## src/rtl/dt_chamfer_param.sv

```systemverilog
`timescale 1ns/1ps
`default_nettype none
// ============================================================================
// Module   : dt_chamfer_param
// Purpose  : Two-pass chamfer distance transform (chessboard / city-block)
// Revision : 1.0
// ============================================================================
module dt_chamfer_param #(
  parameter int IMG_W  = 128,
  parameter int IMG_H  = 128,
  parameter int ROM_DW = 16,
  parameter int PIX_W  = 8,
  localparam int SA_W  = $clog2(IMG_W*IMG_H/ROM_DW),
  localparam int RA_W  = $clog2(IMG_W*IMG_H)
) (
  input  logic              clk,
  input  logic              reset,
  input  logic              start,
  input  logic              mode,
  output logic              busy,
  output logic              done,
  output logic              sti_rd,
  output logic [SA_W-1:0]   sti_addr,
  input  logic [ROM_DW-1:0] sti_di,
  output logic              res_rd,
  output logic              res_wr,
  output logic [RA_W-1:0]   res_addr,
  output logic [PIX_W-1:0]  res_do,
  input  logic [PIX_W-1:0]  res_di
);
  localparam int c_NWORDS = IMG_W*IMG_H/ROM_DW;
  localparam int c_CW     = (IMG_W > 1) ? $clog2(IMG_W) : 1;
  localparam int c_RW     = (IMG_H > 1) ? $clog2(IMG_H) : 1;
  localparam int c_BW     = (ROM_DW > 1) ? $clog2(ROM_DW) : 1;
  localparam logic [PIX_W-1:0] c_MAXD      = '1;
  localparam logic [c_CW-1:0]  c_COL_LAST  = c_CW'(IMG_W-1);
  localparam logic [c_RW-1:0]  c_ROW_LAST  = c_RW'(IMG_H-1);
  localparam logic [c_BW-1:0]  c_BIT_LAST  = c_BW'(ROM_DW-1);
  localparam logic [SA_W-1:0]  c_WORD_LAST = SA_W'(c_NWORDS-1);
  localparam logic [RA_W-1:0]  c_W_RA      = RA_W'(IMG_W);
  localparam logic [RA_W-1:0]  c_DW_RA     = RA_W'(ROM_DW);

  typedef enum logic [3:0] {
    S_IDLE    = 4'd0,  S_LOAD_RD = 4'd1,  S_LOAD_WR = 4'd2,
    S_FW_CHK  = 4'd3,  S_FW_EVAL = 4'd4,  S_FW_NB   = 4'd5,  S_FW_WR = 4'd6,
    S_BW_CHK  = 4'd7,  S_BW_EVAL = 4'd8,  S_BW_NB   = 4'd9,  S_BW_WR = 4'd10,
    S_DONE    = 4'd11
  } state_t;

  state_t            r_state, w_state_nxt;
  logic              r_mode, w_mode_nxt;
  logic [SA_W-1:0]   r_widx, w_widx_nxt;
  logic [c_BW-1:0]   r_bit, w_bit_nxt;
  logic [ROM_DW-1:0] r_word, w_word_nxt;
  logic [c_RW-1:0]   r_row, w_row_nxt, w_step_row;
  logic [c_CW-1:0]   r_col, w_col_nxt, w_step_col;
  logic [2:0]        r_nb, w_nb_nxt, w_iss, w_k;
  logic              r_nb_ok, w_nb_ok_nxt;
  logic [PIX_W-1:0]  r_ctr, w_ctr_nxt, r_min, w_min_nxt;
  logic              r_busy, r_done;

  logic              w_accept, w_back, w_pass_end;
  logic              w_up, w_lf, w_rt, w_n, w_s, w_w, w_e, w_nb_ok;
  logic [RA_W-1:0]   w_ctr_addr, w_nb_addr, w_load_addr;
  logic [PIX_W-1:0]  w_nb_val, w_min_cap, w_inc, w_bw_val;
  logic [ROM_DW-1:0] w_word;

  assign busy     = r_busy;
  assign done     = r_done;
  assign w_accept = start && (r_state == S_IDLE || r_state == S_DONE);
  assign w_back   = (r_state == S_BW_CHK) || (r_state == S_BW_EVAL) ||
                    (r_state == S_BW_NB)  || (r_state == S_BW_WR);
  assign w_k      = r_mode ? 3'd2 : 3'd4;
  assign w_iss    = (r_state == S_FW_EVAL || r_state == S_BW_EVAL) ? 3'd0 : r_nb;

  // The ROM word is only guaranteed in the first write cycle; later bits come from the copy.
  assign w_word      = (r_bit == '0) ? sti_di : r_word;
  assign w_load_addr = RA_W'(r_widx) * c_DW_RA + RA_W'(r_bit);
  assign w_ctr_addr  = RA_W'(r_row) * c_W_RA + RA_W'(r_col);

  // Forward neighbour table; the backward pass mirrors it through the centre.
  always_comb begin
    w_up = 1'b0;
    w_lf = 1'b0;
    w_rt = 1'b0;
    if (r_mode) begin
      w_up = (w_iss == 3'd0);
      w_lf = (w_iss == 3'd1);
    end else begin
      case (w_iss)
        3'd0:    begin w_up = 1'b1; w_lf = 1'b1; end
        3'd1:    w_up = 1'b1;
        3'd2:    begin w_up = 1'b1; w_rt = 1'b1; end
        default: w_lf = 1'b1;
      endcase
    end
  end

  assign w_n       = w_up & ~w_back;
  assign w_s       = w_up & w_back;
  assign w_w       = w_back ? w_rt : w_lf;
  assign w_e       = w_back ? w_lf : w_rt;
  assign w_nb_ok   = !(w_n && r_row == '0) && !(w_s && r_row == c_ROW_LAST) &&
                     !(w_w && r_col == '0) && !(w_e && r_col == c_COL_LAST);
  assign w_nb_addr = w_ctr_addr + (w_n ? -c_W_RA : (w_s ? c_W_RA : '0))
                                + (w_w ? '1 : (w_e ? RA_W'(1) : '0));
  assign w_nb_val  = r_nb_ok ? res_di : '0;
  assign w_min_cap = (w_nb_val < r_min) ? w_nb_val : r_min;
  assign w_inc     = (r_min == c_MAXD) ? c_MAXD : r_min + 1'b1;
  assign w_bw_val  = (r_ctr < w_inc) ? r_ctr : w_inc;

  always_comb begin
    w_step_row = r_row;
    w_step_col = r_col;
    w_pass_end = 1'b0;
    if (w_back) begin
      w_pass_end = (r_row == '0) && (r_col == '0);
      if (r_col == '0) begin
        w_step_col = c_COL_LAST;
        w_step_row = r_row - 1'b1;
      end else begin
        w_step_col = r_col - 1'b1;
      end
    end else begin
      w_pass_end = (r_row == c_ROW_LAST) && (r_col == c_COL_LAST);
      if (r_col == c_COL_LAST) begin
        w_step_col = '0;
        w_step_row = r_row + 1'b1;
      end else begin
        w_step_col = r_col + 1'b1;
      end
    end
  end

  always_comb begin
    w_state_nxt = r_state;
    w_mode_nxt  = r_mode;
    w_widx_nxt  = r_widx;
    w_bit_nxt   = r_bit;
    w_word_nxt  = r_word;
    w_row_nxt   = r_row;
    w_col_nxt   = r_col;
    w_nb_nxt    = r_nb;
    w_nb_ok_nxt = r_nb_ok;
    w_ctr_nxt   = r_ctr;
    w_min_nxt   = r_min;
    sti_rd      = 1'b0;
    sti_addr    = '0;
    res_rd      = 1'b0;
    res_wr      = 1'b0;
    res_addr    = '0;
    res_do      = '0;
    case (r_state)
      S_IDLE, S_DONE: begin
        if (w_accept) begin
          w_state_nxt = S_LOAD_RD;
          w_mode_nxt  = mode;
          w_widx_nxt  = '0;
        end
      end
      S_LOAD_RD: begin
        sti_rd      = 1'b1;
        sti_addr    = r_widx;
        w_bit_nxt   = '0;
        w_state_nxt = S_LOAD_WR;
      end
      S_LOAD_WR: begin
        res_wr     = 1'b1;
        res_addr   = w_load_addr;
        res_do     = PIX_W'(w_word[c_BIT_LAST - r_bit]);
        w_word_nxt = w_word;
        if (r_bit == c_BIT_LAST) begin
          if (r_widx == c_WORD_LAST) begin
            w_state_nxt = S_FW_CHK;
            w_row_nxt   = '0;
            w_col_nxt   = '0;
          end else begin
            w_widx_nxt  = r_widx + 1'b1;
            w_state_nxt = S_LOAD_RD;
          end
        end else begin
          w_bit_nxt = r_bit + 1'b1;
        end
      end
      S_FW_CHK, S_BW_CHK: begin
        res_rd      = 1'b1;
        res_addr    = w_ctr_addr;
        w_state_nxt = w_back ? S_BW_EVAL : S_FW_EVAL;
      end
      S_FW_EVAL, S_BW_EVAL: begin
        if (res_di == '0) begin
          if (w_pass_end) begin
            w_state_nxt = w_back ? S_DONE : S_BW_CHK;
          end else begin
            w_state_nxt = w_back ? S_BW_CHK : S_FW_CHK;
            w_row_nxt   = w_step_row;
            w_col_nxt   = w_step_col;
          end
        end else begin
          w_ctr_nxt   = res_di;
          w_min_nxt   = c_MAXD;
          res_rd      = w_nb_ok;
          res_addr    = w_nb_ok ? w_nb_addr : '0;
          w_nb_ok_nxt = w_nb_ok;
          w_nb_nxt    = 3'd1;
          w_state_nxt = w_back ? S_BW_NB : S_FW_NB;
        end
      end
      S_FW_NB, S_BW_NB: begin
        w_min_nxt = w_min_cap;
        if (r_nb == w_k) begin
          w_state_nxt = w_back ? S_BW_WR : S_FW_WR;
        end else begin
          res_rd      = w_nb_ok;
          res_addr    = w_nb_ok ? w_nb_addr : '0;
          w_nb_ok_nxt = w_nb_ok;
          w_nb_nxt    = r_nb + 1'b1;
        end
      end
      S_FW_WR, S_BW_WR: begin
        res_wr   = 1'b1;
        res_addr = w_ctr_addr;
        res_do   = w_back ? w_bw_val : w_inc;
        if (w_pass_end) begin
          w_state_nxt = w_back ? S_DONE : S_BW_CHK;
        end else begin
          w_state_nxt = w_back ? S_BW_CHK : S_FW_CHK;
          w_row_nxt   = w_step_row;
          w_col_nxt   = w_step_col;
        end
      end
      default: w_state_nxt = S_IDLE;
    endcase
  end

  always_ff @(posedge clk or posedge reset) begin
    if (reset) begin
      r_state <= S_IDLE;
      r_mode  <= 1'b0;
      r_widx  <= '0;
      r_bit   <= '0;
      r_word  <= '0;
      r_row   <= '0;
      r_col   <= '0;
      r_nb    <= '0;
      r_nb_ok <= 1'b0;
      r_ctr   <= '0;
      r_min   <= '0;
      r_busy  <= 1'b0;
      r_done  <= 1'b0;
    end else begin
      r_state <= w_state_nxt;
      r_mode  <= w_mode_nxt;
      r_widx  <= w_widx_nxt;
      r_bit   <= w_bit_nxt;
      r_word  <= w_word_nxt;
      r_row   <= w_row_nxt;
      r_col   <= w_col_nxt;
      r_nb    <= w_nb_nxt;
      r_nb_ok <= w_nb_ok_nxt;
      r_ctr   <= w_ctr_nxt;
      r_min   <= w_min_nxt;
      // done follows the DONE state by one cycle, closing the run budget.
      if (w_accept) begin
        r_busy <= 1'b1;
        r_done <= 1'b0;
      end else if (r_state == S_DONE) begin
        r_busy <= 1'b0;
        r_done <= 1'b1;
      end
    end
  end
endmodule
`default_nettype wire

```

## config.mk

```make
export PLATFORM = sky130hd
export DESIGN_NAME = dt_chamfer_param
export DESIGN_NICKNAME = d
export VERILOG_FILES = /design/src/rtl/dt_chamfer_param.sv
export SDC_FILE = /design/constraint.sdc
export NUM_CORES = 1
export LEC_CHECK = 0
export CAP_MARGIN = 20
export CORE_ASPECT_RATIO = 0.6
export CORE_MARGIN = 3
export CORE_UTILIZATION = 64
export CTS_BUF_LIST = sky130_fd_sc_hd__clkbuf_4 sky130_fd_sc_hd__clkbuf_8
export DETAILED_ROUTE_END_ITERATION = 6
export PLACE_DENSITY = 0.89
export SLEW_MARGIN = 30
export SYNTH_ARGS = -nofsm -noshare
export SYNTH_HDL_FRONTEND = slang
export SYNTH_SLANG_ARGS = --single-unit
```

## constraint.sdc

```tcl
create_clock -name clk -period 12.6 [get_ports clk]
set_input_delay 2.52 -clock clk [delete_from_list [all_inputs] [get_ports clk]]
set_output_delay 2.52 -clock clk [all_outputs]
set_load 0.01 [all_outputs]
```

Word level (Yosys, flattened, before mapping)
Cells that the tools add are included.
Storage, ports and cells
  latch bits: 0
  memories: 0
  register bits after elaboration: 71
  bits in writable memories: 0
  word-level logic and storage cells: 187
  bits in read-only memories: 0
Cells by class
  bitwise logic cells: 4
  $mul: 0
  add/sub/neg operators: 13
  reduce and logical (&&, ||, !) cells: 47
  order comparisons: 3
  divide/modulo/power cells: 0
  shifts and indexed selects: 0
  equality and inequality tests: 29
  mux-type cells: 78
Operators with widths (count)
  7-bit two-way mux: 12
  14-bit two-way mux: 5
  8-bit two-way mux: 7
  14-bit case mux with 4 select lines: 1
  7-bit case mux with 3 select lines: 2
  10-bit two-way mux: 4
  4-bit two-way mux: 10
  8-bit case mux with 2 select lines: 2
  14-bit adder: 2
  4-bit case mux with 7 select lines: 1
  1-bit two-way mux: 21
  4-bit == test, second input constant: 5
  2-bit inequality test, second input constant: 10
  10-bit case mux with 2 select lines: 1
  4-bit by 3-bit == test with 1-bit output, second input constant: 4
  8-bit less-than comparator: 2
  16-bit two-way mux: 1
  3-bit two-way mux: 5
  14-bit by 4-bit adder with 14-bit output: 1
  14-bit by 7-bit adder with 14-bit output: 1
  7-bit by 1-bit adder with 7-bit output, second input constant: 2
  7-bit == test, second input constant: 2
  7-bit logical NOT: 2
  7-bit by 1-bit subtractor with 7-bit output, second input constant: 2
  other kinds (35): 69

Depth between registers and ports, before layout
Gate-level depths: netlist (run 1).
  word-level depth: 16
  gate-level depth with buffers: 19
  mapped depth without buffers: 17

Worst setup path before layout (run 1)
Ideal clock, no wire load.
  kind: input-to-output
  from: input port res_di[7]
  to: output port res_addr[10]
  data arrival time: 3756 ps
  data required time: 10080 ps
  cell stages on the path: 8
  setup slack: 6324 ps
  buffers on the path: 1
  cells stage by stage: nor4_1 -> nand2_1 -> o21ai_0 -> a21o_1 -> nor2_1 -> o211ai_2 -> buf_2 -> o21ai_1
Between the ends
  cells in the longest elaborated chain, start to end: 3
Ends and longest elaborated chain
  from (decl): line 29  | input logic [PIX_W-1:0] res_di
  8-bit logical NOT: line 191  | if (res_di == '0) begin
  14-bit two-way mux: line 191
  14-bit case mux with 4 select lines: line 153  | case (r_state)
  to (decl): line 27  | output logic [RA_W-1:0] res_addr,
Every way passes these cells.

Final worst setup path (run 1)
  from: register r_state[3]
  to: output port res_addr[10]
Between the ends
  cells in the longest elaborated chain, start to end: 16
  elaborated cells between the ends (all ways): 54
  those cells by class: add/sub (2); eq/ne (11); mux (17); bitwise (3); reduce/logical (21)
Ends and longest elaborated chain
  from (decl): line 50  | state_t r_state, w_state_nxt;
  from (signal assigned): line 252  | r_state <= w_state_nxt;
  branches (longest 15 deep; another with 14-bit adder)
  14-bit case mux with 4 select lines (*): line 153
Mark *: on every way between the ends.

==> results of run 1 <==
[final timing paths]
path | end | slack, ps | depth (start not counted)
min in group asynchronous | r_word[0] | 2660 | 3
worst min register to register | r_word[14] | 520 | 1
max in group asynchronous | r_row[4] | 9490 | 3
worst max-delay path | res_addr[10] | 3920 | 15
worst min-delay path | r_word[14] | 520 | 1
worst max register to register | r_row[6] | 8910 | 11
[cell type report]
class,count,area share
Inverter,39,0.0213
Tap cell,126,0.0229
Multi-Input combinational cell,533,0.570
Clock inverter,5,0.00856
Clock buffer,11,0.0202
Sequential cell,71,0.259
Timing Repair Buffer,68,0.0982
[sequential cells by signal (all words and copies together) (netlist names)]
name,cells
r_word,16
r_widx,10
r_ctr,8
r_min,8
r_col,7
r_row,7
r_bit,4
r_state,4
r_nb,3
busy,1
done,1
r_mode,1
r_nb_ok,1
[routing by layer]
metal,share of wire,up-vias
met5,0,-
met4,0.013,0
met3,0.11,28
met2,0.44,337
met1,0.44,2678
li1,-,2546
[through the flow]
step                      instance area, um^2  worst slack (ps)  utilization
final                                    6870              3920        0.779
after global routing                     6870              3550        0.779
after detailed placement                 6670              4470        0.756
after CTS                                6870              4030        0.779
after floorplan                          5990              6320            -
after global placement                   6670              4740        0.756
[kinds of logic (layout without fill, tap and decap cells)]
| kind of cell | Yosys count | in the layout | share of synthesized area |
|---|---|---|---|
| flip-flops | 71 | 71 | 0.296 |
| AO/OA/AOI/OAI | 185 | 185 | 0.210 |
| multiplexers | 37 | 37 | 0.0835 |
| buffers and inverters | 73 | 123 | 0.0507 |
| XOR/XNOR | 35 | 35 | 0.0511 |
| adder cells (fa/ha/maj) | 55 | 55 | 0.118 |
| AND/OR/NAND/NOR | 221 | 221 | 0.190 |
[critical path, stage by stage, from the launching register on]
cell and delay (ps):
dfrtp_1 870, nor2b_1 380, a21o_1 660, inv_2 260, o22ai_1 440, inv_1 350, ha_1 390, ha_1 290
a21o_1 200, a211oi_1 280, o21bai_1 160, o31ai_1 450, o21ai_0 210, xnor2_1 160, o21ai_1 130, clkdlybuf4s50_1 570
[cells in the mapped netlist (9+ instances only)]
cell type | n | area, um^2
nor2_1 | 45 | 169
nor3_1 | 16 | 80.1
nand2_1 | 60 | 225
nand3_1 | 20 | 100
xnor2_1 | 21 | 184
xor2_1 | 14 | 123
dfrtp_1 | 71 | 1780
o21ai_1 | 16 | 80.1
and2_1 | 18 | 113
inv_1 | 37 | 139
nand2b_1 | 12 | 75.1
o21ai_0 | 46 | 230
a21oi_1 | 27 | 135
clkbuf_1 | 18 | 67.6
a22oi_1 | 14 | 105
a21o_1 | 16 | 120
mux2_2 | 19 | 214
nor2b_1 | 10 | 62.6
o22a_1 | 9 | 78.8
buf_2 | 9 | 45.0
ha_1 | 51 | 638
==> impl_results.md, run 1 <==
- Global routing usage on met2: 0.501
- Hold Startpoint: r_word[14]
- FF-to-FF Start: r_state[3]
- Dpl hpwl: 12.8 mm
- Status: finished, final reports clean
- First-pass GRT wire length: 27.2 mm
- Layout area overhead: 14.6%
- GRT Max-Usage Layer: met2
- Worst-Skew Late Latency: 360 ps
- CTS Buffer Depth: 2
- Final critical-path share of the clock period: 0.689
- CP Capture Type: output port
- I/O pins: 65
- Routability cong.: 1.01
- Crit path max fanout: 25
- Area occupied by multi-input gates: 0.00392 mm^2
- DR iter-0 viols: 630
- Layout cells sized above 1: 0.0949
- GR Layer Usage met3: 0.0821
- Seq cells post-synth: 71
- Number of synthesized flops with an enable pin: 0
- Fin Setup TNS: 0 ps
- Port buffer count: 64
- Synth Instances: 677
- Max Clk Rate: 115 MHz
- Row cnt: 26
- Mapped Area: 0.00599 mm^2
- Initial Util: 0.680
- Initial antenna violation count: 0
- DP Cell Count: 837
- Vias: 5,589
- Critical Path RT: 10,080 ps
- Die Ht: 81.0 um
- Drt drc: 0
- CTS Buf Count: 9
- Post-Route WL: 17.1 mm
- TritonCTS clock tree: built
- Least-Margin Pin Slew: 922 ps
- Htree depth: 3
- Antenna cell count: 0
- Synth async-reset ratio: 1.00
- Setup Viol. Count Final: 0
- Crit path launch: r_state[3]
- Largest net degree at the start of global routing: 72
- Via density: 6.55
- GRT Util Overall: 0.331
- Core area: 0.00882 mm^2
- # resized after CTS: 0
- Final Hold Vio Count: 0
- Setup Buffers After CTS: 0
- DR pass1 iterations: 5
- Clock period minus worst slack: 8680 ps
- Commonest non-fill, non-tap cell in the layout: dfrtp_1
- Register area: 0.00178 mm^2
- DRT antenna net count: 0
- Layout Skew: 9.08 ps
- Hold_buf cts: 0
- Top_reg_cell synth: dfrtp_1
- WL/cell: 20.0 um
- Max-slew headroom: 0.383
- Full die area: 0.0106 mm^2
- Worst setup SP type: register
- Netlist cell types: 80
- Final nets: 804
- Seq/Total Area, Yosys: 0.296
- Mean post-synth cell area: 8.85 um^2
- Root Driver: clkbuf_8
- FILL cells: 598
- Synth Net Count: 759
- CTS sink count: 71
- Clock slew at reported path FFs: 80 ps
- Met1 Use GR: 0.483
- Maxcap violations: 0
- Number of global-route vias before repair: 5,260
- Hold Slack: 517 ps
- Remaining global-route overflow: 0
- Commonest cells after routing, fill and taps aside: dfrtp_1, clkdlybuf4s50_1, nand2_1
- Final std cells w/o fill: 853
- HP Class: register to register
- Critical Path AT: 6160 ps
- RSZ-0062 raised after global routing: false
- CP Class: register to output port
- DIE WIDTH: 131 um
- Final Max Slew Viols: 0
- Ys Warns: 0
Power of run 1 is not shown: default switching activity piles up to over one toggle a cycle in this logic, so the estimate is an artifact.
==> run 2: changes to the inputs <==
--- a/config.mk
+++ b/config.mk
@@ -8,10 +8,10 @@
 export CAP_MARGIN = 20
 export CORE_ASPECT_RATIO = 0.6
 export CORE_MARGIN = 3
-export CORE_UTILIZATION = 64
+export CORE_UTILIZATION = 59
 export CTS_BUF_LIST = sky130_fd_sc_hd__clkbuf_4 sky130_fd_sc_hd__clkbuf_8
 export DETAILED_ROUTE_END_ITERATION = 6
-export PLACE_DENSITY = 0.89
+export PLACE_DENSITY = 0.83
 export SLEW_MARGIN = 30
 export SYNTH_ARGS = -nofsm -noshare
 export SYNTH_HDL_FRONTEND = slang
==> constraint.sdc (replaced) <==
create_clock -name clk -period 8.6 [get_ports clk]
set_input_delay 1.72 -clock clk [delete_from_list [all_inputs] [get_ports clk]]
set_output_delay 1.72 -clock clk [all_outputs]
set_load 0.01 [all_outputs]
==> impl_results.md, run 2 (same netlist as run 1, synthesis figures left out) <==
- First-pass GRT wire length: 26.8 mm
- Crit path max fanout: 25
- Final critical-path share of the clock period: 0.915
- Largest regs: r_word: 16 flops, r_widx: 10 flops
- DR iter-0 viols: 703
- CP Capture Type: output port
- Critical path's top delay family: compound AO/OA/AOI/OAI gates
- CTS sink count: 71
- Setup Viol. Count Final: 0
- Wire length on met3: 1.58 mm
- Commonest non-fill, non-tap cell in the layout: dfrtp_1
- Critical path buffers and inverters: 3
- Core area: 0.00953 mm^2
- Full die area: 0.0114 mm^2
- Clock period minus worst slack: 7870 ps
- Dpl hpwl: 12.5 mm
- I/O pins: 65
- Clock slew at reported path FFs: 80 ps
- Commonest cells after routing, fill and taps aside: dfrtp_1, clkdlybuf4s50_1, nand2_1
- Htree depth: 3
- Final nets: 804
- Layout cells sized above 1: 0.0950
- Port buffer count: 64
- Routability cong.: 0.950
- GRT Util Overall: 0.293
- HP Class: register to register
- Status: finished, final reports clean
- Final Util: 0.724
- CTS Buffer Depth: 2
- Vias: 5,457
- Die Ht: 84.1 um
- Critical Path AT: 6150 ps
- Final Hold Vio Count: 0
- Fin Setup TNS: 0 ps
- Initial Util: 0.629
- Layout Skew: 10.8 ps
- CP peak stage delay: 820 ps
- Row cnt: 27
- Setup Buffers After CTS: 0
- Critical Path RT: 6880 ps
- Max-slew headroom: 0.403
- CTS Buf Count: 9
- Max reg flops: 16
- Highest metal used: met4
- FILL cells: 738
- Max Clk Rate: 127 MHz
- Root Driver: clkbuf_8
- DRT antenna net count: 0
- RSZ-0062 raised after global routing: false
- Final Max Slew Viols: 0
- TritonCTS clock tree: built
- DIE WIDTH: 136 um
- Top reg by flops: r_word
- Least-Margin Pin Slew: 892 ps
- # resized after CTS: 0
- CP Class: register to output port
- Hold_buf cts: 0
- Number of global-route vias before repair: 5,184
- Worst-Skew Late Latency: 340 ps
- Antenna cell count: 0
- Post-Route WL: 16.3 mm
- Slowest-stage cell, CP: dfrtp_1
- Metal2 WL: 6.79 mm
- Largest net degree at the start of global routing: 72
- Layout area overhead: 15.1%
- Critical path, cell by cell: nor2b_1, a21o_1, inv_2, o22ai_1, inv_1, ha_1, ha_1, a21o_1, a211oi_1, o21bai_1, o31ai_1, o21ai_0, xnor2_1, o21ai_1, clkdlybuf4s50_1
- Via density: 6.38
- Worst setup SP type: register
- Initial antenna violation count: 0
- WL/cell: 19.1 um
- DR pass1 iterations: 5
- Maxcap violations: 0
- Drt drc: 0
- Remaining global-route overflow: 0
- WL met1: 7.83 mm
-- run 2: cell count changes in the layout (fill, tap and decap cells not counted) --
cell | previous run | this run
bufinv_16 | 1 | 2
clkbuf_4 | 2 | 1
clkinv_2 | 1 | 0
nor2_1 | 45 | 44
nor2_2 | 1 | 2
-- run 2: metal layers --
| metal | track usage | up-vias |
|---|---|---|
| met4 | 0.0448 | 0 |
| li1 | - | 2548 |
| met5 | 0 | - |
| met3 | 0.0825 | 14 |
| met1 | 0.456 | 2626 |
| met2 | 0.408 | 269 |
-- run 2: final timing paths --
path                            start      endpoint  slack [ps]  depth (start not counted)
max reg2reg                r_state[3]      r_row[6]        4940                         11
min reg2reg                 r_word[4]     r_word[4]         510                          1
max in group asynchronous       reset      r_ctr[1]        6230                          3
min                         r_word[4]     r_word[4]         510                          1
max                        r_state[3]  res_addr[10]         730                         15
min in group asynchronous       reset     r_word[7]        1890                          3
-- run 2: area by class of cell --
cell class / instances / area [um^2] / share of cell area
well taps: 130 / 163 / 0.0236
clock buffers: 10 / 131 / 0.0191
multi-input cells: 533 / 3920 / 0.568
inverters: 39 / 146 / 0.0212
repair buffers: 68 / 674 / 0.0978
flip-flops and latches: 71 / 1780 / 0.258
clock inverters: 5 / 83.8 / 0.0122
-- run 2: worst reg2reg max path: cells and delay by family (launching register included) --
family / cells / cell delay (ps)
AO/OA/AOI/OAI: 5 / 1120
XOR/XNOR: 1 / 210
adder cells (fa/ha/maj): 1 / 480
buffers and inverters: 1 / 260
flip-flops: 1 / 820
AND/OR/NAND/NOR: 3 / 660
-- run 2: metrics by stage --
| step | worst slack (ps) | hold WS (ps) | area (um^2) | std cells |
|---|---|---|---|---|
| finish | 727 | 512 | 6900 | 856 |
| global placement | 1540 | 482 | 6670 | 841 |
| detailed placement | 1300 | 495 | 6670 | 841 |
| floorplan | 3130 | 475 | 5990 | 677 |
| CTS | 900 | 513 | 6890 | 856 |
| global route | 420 | 528 | 6900 | 856 |
Power of run 2 is left out for the same reason.
==> run 3: changes to the inputs <==
--- a/config.mk
+++ b/config.mk
@@ -8,10 +8,10 @@
 export CAP_MARGIN = 20
 export CORE_ASPECT_RATIO = 0.6
 export CORE_MARGIN = 3
-export CORE_UTILIZATION = 59
+export CORE_UTILIZATION = 64
 export CTS_BUF_LIST = sky130_fd_sc_hd__clkbuf_4 sky130_fd_sc_hd__clkbuf_8
 export DETAILED_ROUTE_END_ITERATION = 6
-export PLACE_DENSITY = 0.83
+export PLACE_DENSITY = 0.89
 export SLEW_MARGIN = 30
 export SYNTH_ARGS = -nofsm -noshare
 export SYNTH_HDL_FRONTEND = slang
==> constraint.sdc (replaced) <==
create_clock -name clk -period 10.2 [get_ports clk]
set_input_delay 2.04 -clock clk [delete_from_list [all_inputs] [get_ports clk]]
set_output_delay 2.04 -clock clk [all_outputs]
set_load 0.01 [all_outputs]
==> impl_results.md, run 3 (same netlist as run 1, synthesis figures left out) <==
- Row cnt: 26
- Critical Path RT: 8160 ps
- Layout cells sized above 1: 0.0963
- WP depth: 15
- DR pass1 iterations: 6
- Register area: 0.00178 mm^2
- I/O pins: 65
- FF-to-FF Start: r_state[3]
- CTS sink count: 71
- Routability cong.: 1.00
- Maxcap violations: 0
- FF-to-FF End: r_row[6]
- Via density: 6.42
- Hold_buf cts: 0
- Top reg by flops: r_word
- Crit path launch: r_state[3]
- Setup Buffers After CTS: 0
- Final critical-path share of the clock period: 0.805
- Layout Skew: 9.61 ps
- Number of global-route vias before repair: 5,241
- Slowest-stage cell, CP: dfrtp_1
- First-pass GRT wire length: 26.8 mm
- Final nets: 804
- Critical path's top delay family: compound AO/OA/AOI/OAI gates
- Die Ht: 81.0 um
- FF-to-FF setup slack: 6530 ps
- # resized after CTS: 0
- Final Max Slew Viols: 0
- Vias: 5,478
- Area occupied by multi-input gates: 0.00392 mm^2
- Post-Route WL: 16.5 mm
- Fin Setup TNS: 0 ps
- Largest net degree at the start of global routing: 72
- Least-Margin Pin Slew: 910 ps
- Initial Util: 0.680
- Max Clk Rate: 122 MHz
- GRT Util Overall: 0.325
- Crit path max fanout: 25
- Critical Path AT: 6170 ps
- Drt drc: 0
- TritonCTS clock tree: built
- CP Capture Type: output port
- Setup Viol. Count Final: 0
- FILL cells: 577
- CTS Buffer Depth: 2
- Max-slew headroom: 0.391
- RSZ-0062 raised after global routing: false
- Initial antenna violation count: 0
- Core area: 0.00882 mm^2
- Worst-Skew Late Latency: 370 ps
- Critical path, cell by cell: nor2b_1, a21o_1, inv_2, o22ai_1, inv_1, ha_1, ha_1, a21o_1, a211oi_1, o21bai_1, o31ai_1, o21ai_0, xnor2_1, o21ai_1, clkdlybuf4s50_1
- WL/cell: 19.3 um
- Clock slew at reported path FFs: 80 ps
- Final Hold Vio Count: 0
- DIE WIDTH: 131 um
- DR iter-0 viols: 684
- Clock period minus worst slack: 8210 ps
- Htree depth: 3
- HP Class: register to register
- Largest regs: r_word: 16 flops, r_widx: 10 flops
- CTS Buf Count: 9
- Commonest cells after routing, fill and taps aside: dfrtp_1, clkdlybuf4s50_1, nand2_1
- CP peak stage delay: 840 ps
- Antenna cell count: 0
- Hold Slack: 511 ps
- Dpl hpwl: 12.4 mm
- R2R depth: 11
- Worst setup SP type: register
- Commonest non-fill, non-tap cell in the layout: dfrtp_1
- Root Driver: clkbuf_8
- Critical path buffers and inverters: 3
- Final Util: 0.780
- Max reg flops: 16
- CP Class: register to output port
- Layout area overhead: 14.8%
- CP Capture Point: res_addr[10]
- Remaining global-route overflow: 0
- Status: finished, final reports clean
- DRT antenna net count: 0
- Full die area: 0.0106 mm^2
- Port buffer count: 64
## run 3: cell types whose count changed in the layout (fill, tap and decap cells not counted), sizes merged
cell    before  now
bufinv       2    1
inv         38   40
## run 3: final cells by class
| cell class | count | area share |
|---|---|---|
| clock buffer | 10 | 0.0200 |
| clock inverter | 6 | 0.00982 |
| inverter | 39 | 0.0213 |
| multi-input combinational | 533 | 0.570 |
| sequential | 71 | 0.258 |
| tap | 126 | 0.0229 |
| timing repair buffer | 68 | 0.0980 |
## run 3: worst min-delay path by stage
stage                     from         end  cells after the start
floorplan           r_word[10]  r_word[10]                      1
global placement    r_word[14]  r_word[14]                      1
detailed placement   r_word[2]   r_word[2]                      1
CTS                  r_word[2]   r_word[2]                      1
global route         r_word[2]   r_word[2]                      1
finish               r_word[8]   r_word[8]                      1
## run 3: metrics by stage
step	cells	cell area [um^2]	setup slack, ps
after floorplan	677	5990	4410
after global routing	853	6880	1620
after CTS	853	6870	2140
after detailed placement	837	6670	2560
after global placement	837	6670	2810
final	853	6880	1990
## run 3: metal layers
| layer | vias up | GRT usage | routed length, um |
|---|---|---|---|
| met4 | 0 | 0.0791 | 227 |
| li1 | 2555 | - | - |
| met1 | 2603 | 0.483 | 7440 |
| met5 | - | 0 | 0 |
| met2 | 291 | 0.468 | 6900 |
| met3 | 29 | 0.0907 | 1890 |
Power of run 3 is left out for the same reason.
